$ cat src/rtl/ibex_pkg.sv
// Shared types and helpers for the CHERI writeback stage.
//   wb_instr_type_e : class of instruction held in writeback
//   CheriCapWidth   : default capability width including tag
//   CheriTagBit     : bit position of the capability tag
//   int_to_cap()    : zero-extends a 32-bit integer into an untagged capability
package ibex_pkg;

  localparam int CheriCapWidth = 91;
  localparam int CheriTagBit   = CheriCapWidth - 1;

  typedef enum logic [1:0] {
    WB_INSTR_LOAD  = 2'b00,
    WB_INSTR_STORE = 2'b01,
    WB_INSTR_OTHER = 2'b10
  } wb_instr_type_e;

  function automatic logic [CheriCapWidth-1:0] int_to_cap(logic [31:0] data);
    logic [CheriCapWidth-1:0] cap;
    cap              = '0;
    cap[31:0]        = data;
    cap[CheriTagBit] = 1'b0;
    return cap;
  endfunction

endpackage

$ cat src/rtl/ibex_cheri_wb_mux.sv
// Selects the final register-file write data for the writeback stage.
// Ports:
//   instr_type_i    : wb_instr_type_e of the instruction
//   cap_flag_i      : EX produced a capability result
//   lsu_cap_i       : LSU response is a capability load
//   rf_wdata_ex_i   : integer result from EX
//   cap_wdata_ex_i  : capability result from EX
//   rf_wdata_lsu_i  : integer load data
//   cap_wdata_lsu_i : capability load data
//   wdata_o         : full-width write data (integers are untagged, zero-extended)
module ibex_cheri_wb_mux #(
  parameter int CheriCapWidth = 91
) (
  input  logic [1:0]               instr_type_i,
  input  logic                     cap_flag_i,
  input  logic                     lsu_cap_i,
  input  logic [31:0]              rf_wdata_ex_i,
  input  logic [CheriCapWidth-1:0] cap_wdata_ex_i,
  input  logic [31:0]              rf_wdata_lsu_i,
  input  logic [CheriCapWidth-1:0] cap_wdata_lsu_i,
  output logic [CheriCapWidth-1:0] wdata_o
);
  import ibex_pkg::*;

  always_comb begin
    wdata_o = '0;
    case (instr_type_i)
      WB_INSTR_OTHER:
        wdata_o = cap_flag_i ? cap_wdata_ex_i : CheriCapWidth'(int_to_cap(rf_wdata_ex_i));
      WB_INSTR_LOAD:
        wdata_o = lsu_cap_i ? cap_wdata_lsu_i : CheriCapWidth'(int_to_cap(rf_wdata_lsu_i));
      default:
        wdata_o = '0;
    endcase
  end

endmodule

$ cat src/rtl/ibex_cheri_wb_stage.sv
// Single-entry writeback stage. Holds one retiring instruction (integer or
// capability result, or the destination of a pending load/store), waits for
// the LSU response where needed and drives one write into the merged
// integer/capability register file.
//
// Optional feature: define IBEX_CHERI_WB_FWD_EN to expose the held OTHER
// result before retirement on rf_wdata_fwd_wb_o / rf_waddr_fwd_wb_o /
// rf_fwd_valid_o.
//
// Ports:
//   clk_i, rst_ni          : clock, asynchronous active-low reset
//   en_wb_i ... cap_wdata_id_i : instruction handed over from ID/EX
//   lsu_*                  : LSU response for the held load/store
//   ready_wb_o             : stage can accept this cycle
//   rf_waddr_wb_o, rf_we_wb_o, cap_wdata_wb_o : register file write port
//   instr_done_wb_o        : retire pulse
//   outstanding_load_wb_o  : held memory op awaiting response
//   lsu_err_wb_o           : retiring memory op had an error
//   pc_wb_o                : PC of the held instruction
//
// state | meaning
// ------+-------------------------------------------------
// EMPTY | wb_valid_q=0, nothing held, ready to accept
// HELD  | wb_valid_q=1, one instruction waiting to retire
module ibex_cheri_wb_stage #(
  parameter int CheriCapWidth = 91,
  parameter bit ResetAll      = 1'b0
) (
  input  logic                     clk_i,
  input  logic                     rst_ni,
  input  logic                     en_wb_i,
  input  logic [1:0]               instr_type_wb_i,
  input  logic [31:0]              pc_id_i,
  input  logic [4:0]               rf_waddr_id_i,
  input  logic                     rf_we_id_i,
  input  logic [31:0]              rf_wdata_id_i,
  input  logic                     cap_we_id_i,
  input  logic [CheriCapWidth-1:0] cap_wdata_id_i,
  input  logic                     lsu_resp_valid_i,
  input  logic                     lsu_resp_err_i,
  input  logic                     lsu_cap_i,
  input  logic [31:0]              rf_wdata_lsu_i,
  input  logic [CheriCapWidth-1:0] cap_wdata_lsu_i,
  output logic                     ready_wb_o,
  output logic [4:0]               rf_waddr_wb_o,
  output logic                     rf_we_wb_o,
  output logic [CheriCapWidth-1:0] cap_wdata_wb_o,
  output logic                     instr_done_wb_o,
  output logic                     outstanding_load_wb_o,
  output logic                     lsu_err_wb_o,
  output logic [31:0]              pc_wb_o
`ifdef IBEX_CHERI_WB_FWD_EN
  ,
  output logic [CheriCapWidth-1:0] rf_wdata_fwd_wb_o,
  output logic [4:0]               rf_waddr_fwd_wb_o,
  output logic                     rf_fwd_valid_o
`endif
);
  import ibex_pkg::*;

  logic                     wb_valid_q;
  wb_instr_type_e           type_q;
  logic                     we_q;
  logic                     cap_q;
  logic [4:0]               waddr_q;
  logic [31:0]              rf_wdata_q;
  logic [CheriCapWidth-1:0] cap_wdata_q;
  logic [31:0]              pc_q;

  logic                     wb_done;
  logic                     accept;
  logic                     is_other;
  logic                     waddr_nz;
  logic [CheriCapWidth-1:0] wb_wdata;

  assign is_other   = (type_q == WB_INSTR_OTHER);
  assign waddr_nz   = (waddr_q != 5'd0);
  assign wb_done    = wb_valid_q & (is_other | lsu_resp_valid_i);
  // Retiring and accepting in the same cycle keeps back-to-back throughput.
  assign ready_wb_o = ~wb_valid_q | wb_done;
  assign accept     = en_wb_i & ready_wb_o;

  always_ff @(posedge clk_i or negedge rst_ni) begin
    if (!rst_ni) begin
      wb_valid_q <= 1'b0;
      type_q     <= WB_INSTR_LOAD;
      we_q       <= 1'b0;
      cap_q      <= 1'b0;
    end else if (accept) begin
      wb_valid_q <= 1'b1;
      type_q     <= wb_instr_type_e'(instr_type_wb_i);
      we_q       <= rf_we_id_i;
      cap_q      <= cap_we_id_i;
    end else if (wb_done) begin
      wb_valid_q <= 1'b0;
    end
  end

  // Data flops are only meaningful while wb_valid_q is set, so their reset is optional.
  if (ResetAll) begin : g_data_rst
    always_ff @(posedge clk_i or negedge rst_ni) begin
      if (!rst_ni) begin
        waddr_q     <= '0;
        rf_wdata_q  <= '0;
        cap_wdata_q <= '0;
        pc_q        <= '0;
      end else if (accept) begin
        waddr_q     <= rf_waddr_id_i;
        rf_wdata_q  <= rf_wdata_id_i;
        cap_wdata_q <= cap_wdata_id_i;
        pc_q        <= pc_id_i;
      end
    end
  end else begin : g_data_norst
    always_ff @(posedge clk_i) begin
      if (accept) begin
        waddr_q     <= rf_waddr_id_i;
        rf_wdata_q  <= rf_wdata_id_i;
        cap_wdata_q <= cap_wdata_id_i;
        pc_q        <= pc_id_i;
      end
    end
  end

  ibex_cheri_wb_mux #(
    .CheriCapWidth(CheriCapWidth)
  ) u_wb_mux (
    .instr_type_i   (type_q),
    .cap_flag_i     (cap_q),
    .lsu_cap_i      (lsu_cap_i),
    .rf_wdata_ex_i  (rf_wdata_q),
    .cap_wdata_ex_i (cap_wdata_q),
    .rf_wdata_lsu_i (rf_wdata_lsu_i),
    .cap_wdata_lsu_i(cap_wdata_lsu_i),
    .wdata_o        (wb_wdata)
  );

  // A faulting load must not update the destination; stores never write.
  assign rf_we_wb_o = wb_done & we_q & waddr_nz & (type_q != WB_INSTR_STORE) &
                      ~((type_q == WB_INSTR_LOAD) & lsu_resp_err_i);

  // Gating with wb_valid_q keeps outputs at zero while empty, even with unreset data flops.
  assign rf_waddr_wb_o         = wb_valid_q ? waddr_q : 5'd0;
  assign cap_wdata_wb_o        = wb_valid_q ? wb_wdata : '0;
  assign pc_wb_o               = wb_valid_q ? pc_q : 32'd0;
  assign instr_done_wb_o       = wb_done;
  assign outstanding_load_wb_o = wb_valid_q & ~is_other;
  assign lsu_err_wb_o          = wb_done & ~is_other & lsu_resp_err_i;

`ifdef IBEX_CHERI_WB_FWD_EN
  logic [CheriCapWidth-1:0] fwd_wdata;

  ibex_cheri_wb_mux #(
    .CheriCapWidth(CheriCapWidth)
  ) u_fwd_mux (
    .instr_type_i   (WB_INSTR_OTHER),
    .cap_flag_i     (cap_q),
    .lsu_cap_i      (1'b0),
    .rf_wdata_ex_i  (rf_wdata_q),
    .cap_wdata_ex_i (cap_wdata_q),
    .rf_wdata_lsu_i (32'd0),
    .cap_wdata_lsu_i({CheriCapWidth{1'b0}}),
    .wdata_o        (fwd_wdata)
  );

  assign rf_fwd_valid_o    = wb_valid_q & we_q & is_other & waddr_nz;
  assign rf_waddr_fwd_wb_o = rf_fwd_valid_o ? waddr_q : 5'd0;
  assign rf_wdata_fwd_wb_o = rf_fwd_valid_o ? fwd_wdata : '0;
`endif

  a_accept_when_ready : assert property (@(posedge clk_i) disable iff (!rst_ni)
      en_wb_i |-> ready_wb_o)
    else $error("en_wb_i asserted while ready_wb_o is low");

  // A response orphaned by a reset is legal traffic, so it is reported, not fatal.
  a_resp_when_mem_held : assert property (@(posedge clk_i) disable iff (!rst_ni)
      lsu_resp_valid_i |-> (wb_valid_q && !is_other))
    else $warning("LSU response with no memory op held is ignored");

endmodule

$ cat config.mk
export PLATFORM = sky130hd
export DESIGN_NAME = ibex_cheri_wb_stage
export DESIGN_NICKNAME = d
export VERILOG_FILES = /design/src/rtl/ibex_pkg.sv /design/src/rtl/ibex_cheri_wb_mux.sv /design/src/rtl/ibex_cheri_wb_stage.sv
export SDC_FILE = /design/constraint.sdc
export NUM_CORES = 1
export LEC_CHECK = 0
export BUFFER_PORTS_ARGS = -buffer_cell sky130_fd_sc_hd__buf_2
export CAP_MARGIN = 20
export CORE_AREA = 2 2 163 165
export CTS_BUF_LIST = sky130_fd_sc_hd__clkbuf_16
export DETAILED_ROUTE_END_ITERATION = 10
export DIE_AREA = 0 0 165 167
export HOLD_SLACK_MARGIN = 0.03
export MAX_ROUTING_LAYER = met4
export SLEW_MARGIN = 20
export SYNTH_ARGS = -nofsm -noshare
export SYNTH_HDL_FRONTEND = slang
export SYNTH_HIERARCHICAL = 1
export SYNTH_SLANG_ARGS = --single-unit
$ cat constraint.sdc
create_clock -name clk_i -period 12 [get_ports clk_i]
set_input_delay 0.6 -clock clk_i [delete_from_list [all_inputs] [get_ports clk_i]]
set_output_delay 0.6 -clock clk_i [all_outputs]
set_load 0.02 [all_outputs]
==> metrics.json, run 1 <==
{
  "final.period_utilization_pct": 29.1,
  "rr_endpoint": "cap_wdata_q[62]",
  "commonest_cells_in_the_synthesized_netlist": "sky130_fd_sc_hd__edfxtp_1 (160), sky130_fd_sc_hd__and2_1 (128), sky130_fd_sc_hd__mux2i_1 (64)",
  "synthesis.instances": 515,
  "drt_iter0_drc": 213,
  "initial_utilization_pct": 29.1,
  "power_density_nw_per_um2": 149,
  "crit-reg2reg-launch": "wb_valid_q",
  "cts-buffers-inserted": 17,
  "syn_nets": 808,
  "vias": 5751,
  "synth_top_cells_by_area": "sky130_fd_sc_hd__edfxtp_1 (64%), sky130_fd_sc_hd__and2_1 (11%), sky130_fd_sc_hd__mux2i_1 (8.5%)",
  "maximum_number_of_pins_on_one_net_before_global_route_repair": 134,
  "tightest_slew_margin_relative_to_the_limit_pct": 31.0,
  "outcome": "completed",
  "timing.hold.worst.class": "input pin to flip-flop",
  "synth_edf_count": 160,
  "coreArea_um2": 25800,
  "worst-path-max-fanout": 59,
  "grt_antenna_before_repair": 2,
  "ordered_cell_list_for_the_critical_path": "and3b_4, a22o_1, and2_1, buf_2",
  "fin_skew_ns": 0.0163,
  "pre_cts_ws_ns": 8.61,
  "globalplace.congestion": 0.878,
  "finalMaxSlewViolations": 0,
  "post_drt_via_cell_ratio": 4.52,
  "vdd.ir_drop.worst_mv": 0.0752,
  "grt_remaining_overflow": 0,
  "antenna_left": 0,
  "clock.fmax_mhz": 287,
  "worst-endpoint-arrival_ns": 2.89,
  "clock_tree.buffer_depth": 2,
  "detailedRoute.firstPassIterationCount": 4,
  "post_route_cells_drive_above_1_share_pct": 50.6,
  "synth_area_per_cell_um2": 14.6,
  "final_critical_path_setup_slack_ns": 8.51,
  "crit_path_start": "cap_q",
  "setup_viol": 0,
  "worst_path_largest_cell_delay_ns": 1.05,
  "yosys_most_used_dff": "sky130_fd_sc_hd__edfxtp_1",
  "clk_latency_ns": 0.43,
  "dieWidth_um": 165,
  "synth_top_area_share_pct": 64.0,
  "cts.htree.levels": 4,
  "hp-start": "pc_id_i[21]",
  "detail_route.wl_per_cell_um": 17.2,
  "drv_cap": 0,
  "design.portCount": 426,
  "placement.cell_area_um2": 9870,
  "unrepaired_setup_endpoints_after_global_routing": "no",
  "dp_hpwl_um": 15800,
  "proportion_of_synthesized_chip_area_in_sequential_cells_pct": 65.7,
  "number_of_storage_elements_in_the_synthesis_netlist": 165,
  "clock_tree_from_tritoncts": "yes",
  "grt_pass1_vias": 5873,
  "worst_setup_path_endpoint": "cap_wdata_wb_o[65]",
  "finalWirelength_um": 21800,
  "placement_rows": 59,
  "min_cycle_time_layout_ns": 3.49,
  "worst-r2r-cell-count": 4,
  "critPathLaunchType": "flip-flop",
  "cell_chosen_for_the_clock_root": "sky130_fd_sc_hd__clkbuf_16",
  "drc": 0,
  "asyncSetResetFlopFracSynth_pct": 3.03,
  "yosysTopAreaCell": "sky130_fd_sc_hd__edfxtp_1",
  "data_required_time_at_the_worst_endpoint_ns": 11.40,
  "dieArea_um2": 27600,
  "fin_setup_tns_ns": 0,
  "path_class": "flip-flop to output pin",
  "grt_first_pass_wirelength_um": 32100,
  "synth-warning-count": 6,
  "clkTransAtPathRegs_ns": 0.07,
  "worstHoldPathCells": 1,
  "die-height_um": 167,
  "post-synth-top-count-cell": "sky130_fd_sc_hd__edfxtp_1",
  "syn2layout_area_growth_pct": 39.7,
  "worst-r2r-setup-slack_ns": 9.04,
  "synth_cell_type_count": 27,
  "buffer_ports.inserted": 425,
  "clock_sink_count": 165,
  "final_hold_viol_count": 0,
  "final_net_count": 1216,
  "cell_area_after_synthesis_um2": 7500,
  "total_leakage_power_nw": 4.79,
  "timing.critical_path.to_type": "output pin",
  "worst_path_max_delay_cell": "sky130_fd_sc_hd__dfrtp_2",
  "grt.total_usage_pct": 15.8,
  "worst-slew-pin-transition_ns": 1.04,
  "layout.cell_area.non_filler_um2": 10500
}
state kept, by name (all words and copies together) (netlist names):
name         count
cap_q            1
cap_wdata_q     91
pc_q            32
rf_wdata_q      32
type_q           2
waddr_q          5
wb_valid_q       1
we_q             1
logic make-up after synthesis:
logic type             Yosys count  synth area share [%]
AO/OA/AOI/OAI                   94                  9.94
buffers and inverters           44                  3.07
flip-flops                     165                  65.7
multiplexers                    68                  9.14
AND/OR/NAND/NOR                144                  12.2
report_power, final:
group / switching (mW) / internal, mW / total [mW]
clock: 0.243 / 0.292 / 0.534
combinational: 0.177 / 0.139 / 0.316
sequential: 0.0291 / 0.684 / 0.713
metal layers:
layer	vias up	global-route usage, %	share of wire [%]
met3	32	4.36	8.0
met1	2695	18.4	40
met2	260	26.1	49
li1	2764	-	-
met4	0	5.75	2.3
met5	-	-	0
timing repair:
item,in CTS,in global routing
setup buffers,0,0
gates resized for setup,0,0
hold endpoints to repair,5,0
hold buffers,1,0
layout by cell type, fill, tap and decap left out, types with 2 or more instances in the layout:
cell type and instances:
sky130_fd_sc_hd__buf_2 425, sky130_fd_sc_hd__edfxtp_1 160, sky130_fd_sc_hd__mux2_2 4, sky130_fd_sc_hd__a22o_1 59
sky130_fd_sc_hd__nand2_1 2, sky130_fd_sc_hd__inv_6 6, sky130_fd_sc_hd__clkbuf_16 17, sky130_fd_sc_hd__inv_8 3
sky130_fd_sc_hd__buf_4 4, sky130_fd_sc_hd__mux2i_1 64, sky130_fd_sc_hd__and2_1 128, sky130_fd_sc_hd__nand2b_1 3
sky130_fd_sc_hd__clkinv_4 2, sky130_fd_sc_hd__o22ai_1 32, sky130_fd_sc_hd__diode_2 2, sky130_fd_sc_hd__nor2_1 4
sky130_fd_sc_hd__dfrtp_1 3
worst max-delay path: cells and delay by family (launching register included):
family                 cells  cell delay, ns
AO/OA/AOI/OAI              1            0.24
buffers and inverters      1            0.16
AND/OR/NAND/NOR            2            0.97
flip-flops                 1            1.05
per-stage QoR:
stage | utilization, % | hold slack [ns] | power, mW | cells
2_1_floorplan | - | 0.304 | 0.922 | 515
3_3_place_gp | 38.3 | 0.421 | 1.04 | 1237
3_5_place_dp | 38.3 | 0.424 | 1.04 | 1237
4_1_cts | 40.6 | 0.321 | 1.58 | 1269
5_1_grt | 40.7 | 0.317 | 1.64 | 1272
6_report | 40.7 | 0.337 | 1.56 | 1272
worst min-delay path by stage:
stage | endpoint | slack [ns]
CTS | cap_wdata_q[28] | 0.32
finish | pc_q[21] | 0.34
detailed placement | type_q[1] | 0.42
floorplan | cap_q | 0.30
global placement | type_q[1] | 0.42
global route | pc_q[18] | 0.32
cell type report:
cell class              count  area (um^2)
multi-input cells         306         2350
well taps                 335          419
fillers                  2492        15300
clock inverters            14          141
diodes                      2         5.00
flip-flops and latches    165         4930
inverters                   2         12.5
clock buffers              17          425
repair buffers            431         2190
No activity file was read; power rests on OpenSTA's default activity.
==> run 2, diff against run 1 <==
--- a/config.mk
+++ b/config.mk
@@ -5,12 +5,13 @@
 export SDC_FILE = /design/constraint.sdc
 export NUM_CORES = 1
 export LEC_CHECK = 0
+export ABC_AREA = 1
 export BUFFER_PORTS_ARGS = -buffer_cell sky130_fd_sc_hd__buf_2
 export CAP_MARGIN = 20
-export CORE_AREA = 2 2 163 165
+export CORE_AREA = 2 2 164 166
 export CTS_BUF_LIST = sky130_fd_sc_hd__clkbuf_16
 export DETAILED_ROUTE_END_ITERATION = 10
-export DIE_AREA = 0 0 165 167
+export DIE_AREA = 0 0 166 168
 export HOLD_SLACK_MARGIN = 0.03
 export MAX_ROUTING_LAYER = met4
 export SLEW_MARGIN = 20
==> constraint.sdc (replaced) <==
create_clock -name clk_i -period 2.82 [get_ports clk_i]
set_input_delay 0.141 -clock clk_i [delete_from_list [all_inputs] [get_ports clk_i]]
set_output_delay 0.141 -clock clk_i [all_outputs]
set_load 0.02 [all_outputs]
==> run 2 against run 1 <==
Net effect:
- sequential power rose to 4.2 times the previous value
- critical path depth up 4
- total power grew to 4.7 times the previous value
- sequential share of layout area decreased by 9.5 points
- sequential cell count stayed put
- largest cell class unchanged
- synthesized cell count grew 97%
- critical endpoint is now cap_wdata_wb_o[60]
- highest routed layer unchanged
- global-route usage is 4.1 points higher
==> metrics.json, run 2 <==
{
  "outcome": "completed",
  "grt_pass1_vias": 8638,
  "total_leakage_power_nw": 7.42,
  "syn_nets": 1307,
  "grt_antenna_before_repair": 0,
  "timing.critical_path.buf_inv": 4,
  "area.sequential_um2": 4940,
  "globalRouteMet3Util_pct": 3.48,
  "globalplace.congestion": 0.858,
  "total_chip_power_mw": 7.33,
  "final_critical_path_setup_slack_ns": 0.423,
  "yosys_most_used_dff": "sky130_fd_sc_hd__edfxtp_1",
  "syn2layout_area_growth_pct": 54.9,
  "synth_edf_count": 160,
  "dp_hpwl_um": 18200,
  "cts-buffers-inserted": 17,
  "synth_mux_area_share_pct": 0,
  "layout_common_cells": "sky130_fd_sc_hd__nand2_1 (424), sky130_fd_sc_hd__buf_2 (424), sky130_fd_sc_hd__inv_1 (199), sky130_fd_sc_hd__dlygate4sd3_1 (168), sky130_fd_sc_hd__edfxtp_1 (160)",
  "drt_iter0_drc": 448,
  "place_inst": 1732,
  "asyncSetResetFlopFracSynth_pct": 3.03,
  "post-synth-top-count-cell": "sky130_fd_sc_hd__nand2_1",
  "min_cycle_time_layout_ns": 2.40,
  "combinational_family_with_the_most_area_after_synthesis": "simple AND/OR/NAND/NOR gates",
  "biggestRegsByFlops": "cap_wdata_q: 91 flops, pc_q: 32 flops, rf_wdata_q: 32 flops",
  "drc": 0,
  "layout.cell_area.non_filler_um2": 13100,
  "yosys.area_share.adder_pct": 0,
  "unrepaired_setup_endpoints_after_global_routing": "no",
  "critPathLaunchType": "flip-flop",
  "initial_utilization_pct": 32.1,
  "antenna_left": 0,
  "tightest_slew_margin_relative_to_the_limit_pct": 55.6,
  "pre_cts_ws_ns": 0.734,
  "number_of_storage_elements_in_the_synthesis_netlist": 165,
  "coreArea_um2": 26400,
  "worst_path_max_delay_cell": "sky130_fd_sc_hd__dfrtp_1",
  "proportion_of_synthesized_chip_area_in_sequential_cells_pct": 58.2,
  "clkTransAtPathRegs_ns": 0.06,
  "synthesis.instances": 1014,
  "die-height_um": 168,
  "groute.layer.met2.usage_pct": 36.0,
  "cell_area_after_synthesis_um2": 8470,
  "detailedRoute.firstPassIterationCount": 5,
  "worst-slew-pin-transition_ns": 0.665,
  "cts_repair_resize_count": 0,
  "synth-warning-count": 6,
  "synth_cell_type_count": 17,
  "finalMaxSlewViolations": 0,
  "clock.fmax_mhz": 417,
  "finalWirelength_um": 27600,
  "final_net_count": 1871,
  "ordered_cell_list_for_the_critical_path": "inv_1, nor2_4, buf_4, nand3_1, nand2_1, nand2_1, inv_1, buf_2",
  "design.portCount": 426,
  "layout.filler_cells": 2520,
  "timing.hold.worst.class": "input pin to flip-flop",
  "final_hold_viol_count": 0,
  "vdd.ir_drop.worst_mv": 0.363,
  "fin_skew_ns": 0.0164,
  "grt_remaining_overflow": 0,
  "post_drt_via_cell_ratio": 4.45,
  "synth_area_per_cell_um2": 8.35,
  "worst-r2r-setup-slack_ns": 1.00,
  "largest_register": "cap_wdata_q",
  "critical_path.top_delay_family": "buffers and inverters",
  "complex_gate_fraction_of_the_synthesized_area_pct": 0.177,
  "yosys.area_share.xor_xnor_pct": 0,
  "clock_tree.buffer_depth": 2,
  "timing.critical_path.to_type": "output pin",
  "dieWidth_um": 166,
  "detail_route.wl_per_cell_um": 14.3,
  "clock_sink_count": 165,
  "clk_latency_ns": 0.44,
  "placement.cell_area_um2": 10800,
  "worst-path-max-fanout": 54,
  "drv_cap": 0,
  "final_cells": 1932,
  "synth_top_cells_by_area": "sky130_fd_sc_hd__edfxtp_1 (57%), sky130_fd_sc_hd__nand2_1 (19%), sky130_fd_sc_hd__nand3_1 (9.2%)",
  "buffer_ports.inserted": 425,
  "cts.htree.levels": 4,
  "data_required_time_at_the_worst_endpoint_ns": 2.68,
  "final.period_utilization_pct": 85.0,
  "cell_chosen_for_the_clock_root": "sky130_fd_sc_hd__clkbuf_16",
  "worst-endpoint-arrival_ns": 2.26,
  "commonest_cells_in_the_synthesized_netlist": "sky130_fd_sc_hd__nand2_1 (424), sky130_fd_sc_hd__inv_1 (199), sky130_fd_sc_hd__edfxtp_1 (160)",
  "dieArea_um2": 27900,
  "grt.total_usage_pct": 20.0,
  "largest_register_ffs": 91,
  "clock_tree_from_tritoncts": "yes",
  "multiInputGateArea_um2": 2460,
  "worst_path_largest_cell_delay_ns": 0.47,
  "synth_top_area_share_pct": 56.7,
  "synth_simple_gate_area_share_pct": 28.7,
  "antennaDiodeCount": 0,
  "vias": 8600,
  "grt_first_pass_wirelength_um": 43100,
  "maximum_number_of_pins_on_one_net_before_global_route_repair": 132,
  "yosysTopAreaCell": "sky130_fd_sc_hd__edfxtp_1",
  "setup_viol": 0,
  "path_class": "flip-flop to output pin",
  "grt_busiest_layer": "met2",
  "post_route_cells_drive_above_1_share_pct": 29.9,
  "placement_rows": 60,
  "power_density_nw_per_um2": 559,
  "grt.met1_usage_pct": 22.9
}
run 2: layer usage:
layer  share of wire [%]  up-vias
li1                    -     4252
met2                  53      304
met1                  40     4012
met4                 1.4        0
met3                 5.7       32
met5                   0        -
run 2: worst paths after layout:
path	from	to	cells after the start
worst max-delay path	type_q[1]	cap_wdata_wb_o[60]	8
min in group asynchronous	rst_ni	we_q	2
worst min-delay path	en_wb_i	type_q[1]	3
worst max register to register	type_q[0]	rf_wdata_q[28]	6
max in group asynchronous	rst_ni	cap_q	2
worst min register to register	we_q	we_q	2
run 2: cell type report:
cell class,instances,area share [%]
inverter,199,5.72
tap,341,3.25
multi-input combinational,591,18.8
timing repair buffer,604,30.1
sequential,165,37.6
clock inverter,15,1.31
clock buffer,17,3.24
run 2: per-stage QoR:
stage	TNS (ns)	hold slack [ns]	utilization [%]
2_1_floorplan	-122.40	-0.155	-
3_3_place_gp	0	-0.0373	41.1
3_5_place_dp	0	-0.0354	41.1
4_1_cts	0	0.0380	49.8
5_1_grt	0	0.0522	49.8
6_report	0	0.0458	49.8
run 2: worst min-delay path, cell delays in order:
cell,delay [ns]
sky130_fd_sc_hd__buf_2,0.14
sky130_fd_sc_hd__nand3_1,0.09
sky130_fd_sc_hd__nand2_1,0.06
run 2: where the power goes:
group          leakage, nW  internal (mW)  switching [mW]
combinational         5.52          0.723            1.22
sequential            1.60           2.93          0.0660
clock                0.301           1.34            1.06
run 2: logic make-up (layout without fill, tap and decap cells):
family / count (synthesis) / in the layout
AND/OR/NAND/NOR: 589 / 589
flip-flops: 165 / 165
AO/OA/AOI/OAI: 2 / 2
buffers and inverters: 258 / 835
run 2: repair_timing:
| item | CTS | global route |
|---|---|---|
| hold endpoints to repair | 169 | 0 |
| setup buffers | 0 | 0 |
| hold buffers | 168 | 0 |
==> run 3, diff against run 2 <==
--- a/config.mk
+++ b/config.mk
@@ -10,10 +10,10 @@
 export CAP_MARGIN = 20
 export CORE_AREA = 2 2 164 166
 export CTS_BUF_LIST = sky130_fd_sc_hd__clkbuf_16
+export CTS_CLUSTER_SIZE = 20
 export DETAILED_ROUTE_END_ITERATION = 10
 export DIE_AREA = 0 0 166 168
 export HOLD_SLACK_MARGIN = 0.03
-export MAX_ROUTING_LAYER = met4
 export SLEW_MARGIN = 20
 export SYNTH_ARGS = -nofsm -noshare
 export SYNTH_HDL_FRONTEND = slang
==> run 3 against run 2 <==
Net effect:
- combinational power barely moved
- via count hardly changed
- critical path type unchanged
- die area did not move
==> metrics.json, run 3 (same netlist as run 2, synthesis figures left out) <==
{
  "largest_register": "cap_wdata_q",
  "layout.filler_cells": 2520,
  "clock.fmax_mhz": 418,
  "final_net_count": 1871,
  "unrepaired_setup_endpoints_after_global_routing": "no",
  "detail_route.wl_per_cell_um": 14.3,
  "antenna_left": 0,
  "finalMaxSlewViolations": 0,
  "dieArea_um2": 27900,
  "clock_tree.buffer_depth": 2,
  "detailedRoute.firstPassIterationCount": 4,
  "tightest_slew_margin_relative_to_the_limit_pct": 56.1,
  "clkTransAtPathRegs_ns": 0.06,
  "cts_repair_resize_count": 0,
  "die-height_um": 168,
  "globalplace.congestion": 0.845,
  "cell_chosen_for_the_clock_root": "sky130_fd_sc_hd__clkbuf_16",
  "clk_latency_ns": 0.43,
  "drt_iter0_drc": 444,
  "final_hold_viol_count": 0,
  "worst-path-max-fanout": 54,
  "layout.cell_area.non_filler_um2": 13100,
  "coreArea_um2": 26400,
  "power_density_nw_per_um2": 558,
  "finalWirelength_um": 27600,
  "total_chip_power_mw": 7.32,
  "clock_tree_from_tritoncts": "yes",
  "path_class": "flip-flop to output pin",
  "fin_skew_ns": 0.0104,
  "grt_remaining_overflow": 0,
  "min_cycle_time_layout_ns": 2.39,
  "outcome": "completed",
  "vdd.ir_drop.worst_mv": 0.356,
  "placement.cell_area_um2": 10800,
  "design.portCount": 426,
  "timing.hold.worst.class": "input pin to flip-flop",
  "clock_sink_count": 165,
  "vias": 8602,
  "critPathLaunchType": "flip-flop",
  "layout_common_cells": "sky130_fd_sc_hd__nand2_1 (424), sky130_fd_sc_hd__buf_2 (424), sky130_fd_sc_hd__inv_1 (199), sky130_fd_sc_hd__dlygate4sd3_1 (168), sky130_fd_sc_hd__edfxtp_1 (160)",
  "cts.htree.levels": 4,
  "biggestRegsByFlops": "cap_wdata_q: 91 flops, pc_q: 32 flops, rf_wdata_q: 32 flops",
  "worst-slew-pin-transition_ns": 0.658,
  "dp_hpwl_um": 18200,
  "total_leakage_power_nw": 7.42,
  "grt_pass1_vias": 8626,
  "syn2layout_area_growth_pct": 54.9,
  "cts_hold_buf": 168,
  "dieWidth_um": 166,
  "worst-endpoint-arrival_ns": 2.25,
  "placement_rows": 60,
  "post_drt_via_cell_ratio": 4.45,
  "grt_antenna_before_repair": 0,
  "data_required_time_at_the_worst_endpoint_ns": 2.68,
  "setup_viol": 0,
  "largest_register_ffs": 91,
  "buffer_ports.inserted": 425,
  "cts.repair_timing.setup_buffer_count": 0,
  "grt_first_pass_wirelength_um": 43200,
  "timing.critical_path.to_type": "output pin",
  "drv_cap": 0,
  "antennaDiodeCount": 0,
  "post_route_cells_drive_above_1_share_pct": 29.9,
  "initial_utilization_pct": 32.1,
  "final.period_utilization_pct": 84.9,
  "grt.total_usage_pct": 19.4,
  "drc": 0,
  "cts-buffers-inserted": 17,
  "maximum_number_of_pins_on_one_net_before_global_route_repair": 132
}
==> run 3: cell counts in the layout (fill, tap and decap cells not counted) <==
Identical to the previous run, type by type.
==> run 3: path summary, 6_finish.rpt <==
check	end	slack, ns	cells past startpoint	from
max in group asynchronous	cap_q	2.58	2	rst_ni
hold / removal	type_q[1]	0.05	3	en_wb_i
setup reg to reg	cap_wdata_q[41]	1.01	6	type_q[0]
setup / recovery	cap_wdata_wb_o[90]	0.43	8	type_q[1]
hold reg to reg	we_q	0.48	2	we_q
min in group asynchronous	we_q	0.08	2	rst_ni
==> run 3: metrics by stage <==
| stage | setup slack, ns | hold slack [ns] | setup TNS [ns] | util, % | std cells |
|---|---|---|---|---|---|
| after detailed placement | 0.734 | -0.0354 | 0 | 41.1 | 1732 |
| after global routing | 0.284 | 0.0491 | 0 | 49.8 | 1932 |
| after global placement | 0.757 | -0.0373 | 0 | 41.1 | 1732 |
| final | 0.425 | 0.0525 | 0 | 49.8 | 1932 |
| after CTS | 0.420 | 0.0380 | 0 | 49.8 | 1932 |
| after floorplan | -0.765 | -0.155 | -122.40 | - | 1014 |
==> run 3: layout make-up <==
| type | instances | area, um^2 | share of cell area (%) |
|---|---|---|---|
| Multi-Input combinational cell | 591 | 2460 | 18.8 |
| Timing Repair Buffer | 604 | 3940 | 30.1 |
| Sequential cell | 165 | 4940 | 37.6 |
| Clock buffer | 17 | 425 | 3.24 |
| Tap cell | 341 | 427 | 3.25 |
| Clock inverter | 15 | 171 | 1.31 |
| Inverter | 199 | 751 | 5.72 |
==> run 3: worst max-delay path, cell delays in order (launching register included) <==
cell and delay, ns:
sky130_fd_sc_hd__dfrtp_1 0.47, sky130_fd_sc_hd__inv_1 0.11, sky130_fd_sc_hd__nor2_4 0.10, sky130_fd_sc_hd__buf_4 0.46, sky130_fd_sc_hd__nand3_1 0.23, sky130_fd_sc_hd__nand2_1 0.12, sky130_fd_sc_hd__nand2_1 0.06, sky130_fd_sc_hd__inv_1 0.08
sky130_fd_sc_hd__buf_2 0.15
==> run 3: layer usage <==
metal	vias to the layer above	part of all wire [%]	global-route usage, %
met1	4030	39	22.4
met3	27	6.6	4.80
li1	4254	-	-
met2	291	53	36.0
met4	0	1.2	4.61
met5	-	0	0
==> run 3: power breakdown <==
part,leakage [nW],internal (mW),switching (mW),total [mW]
clock,0.301,1.34,1.05,2.38
sequential,1.60,2.93,0.0660,2.99
combinational,5.52,0.723,1.22,1.94
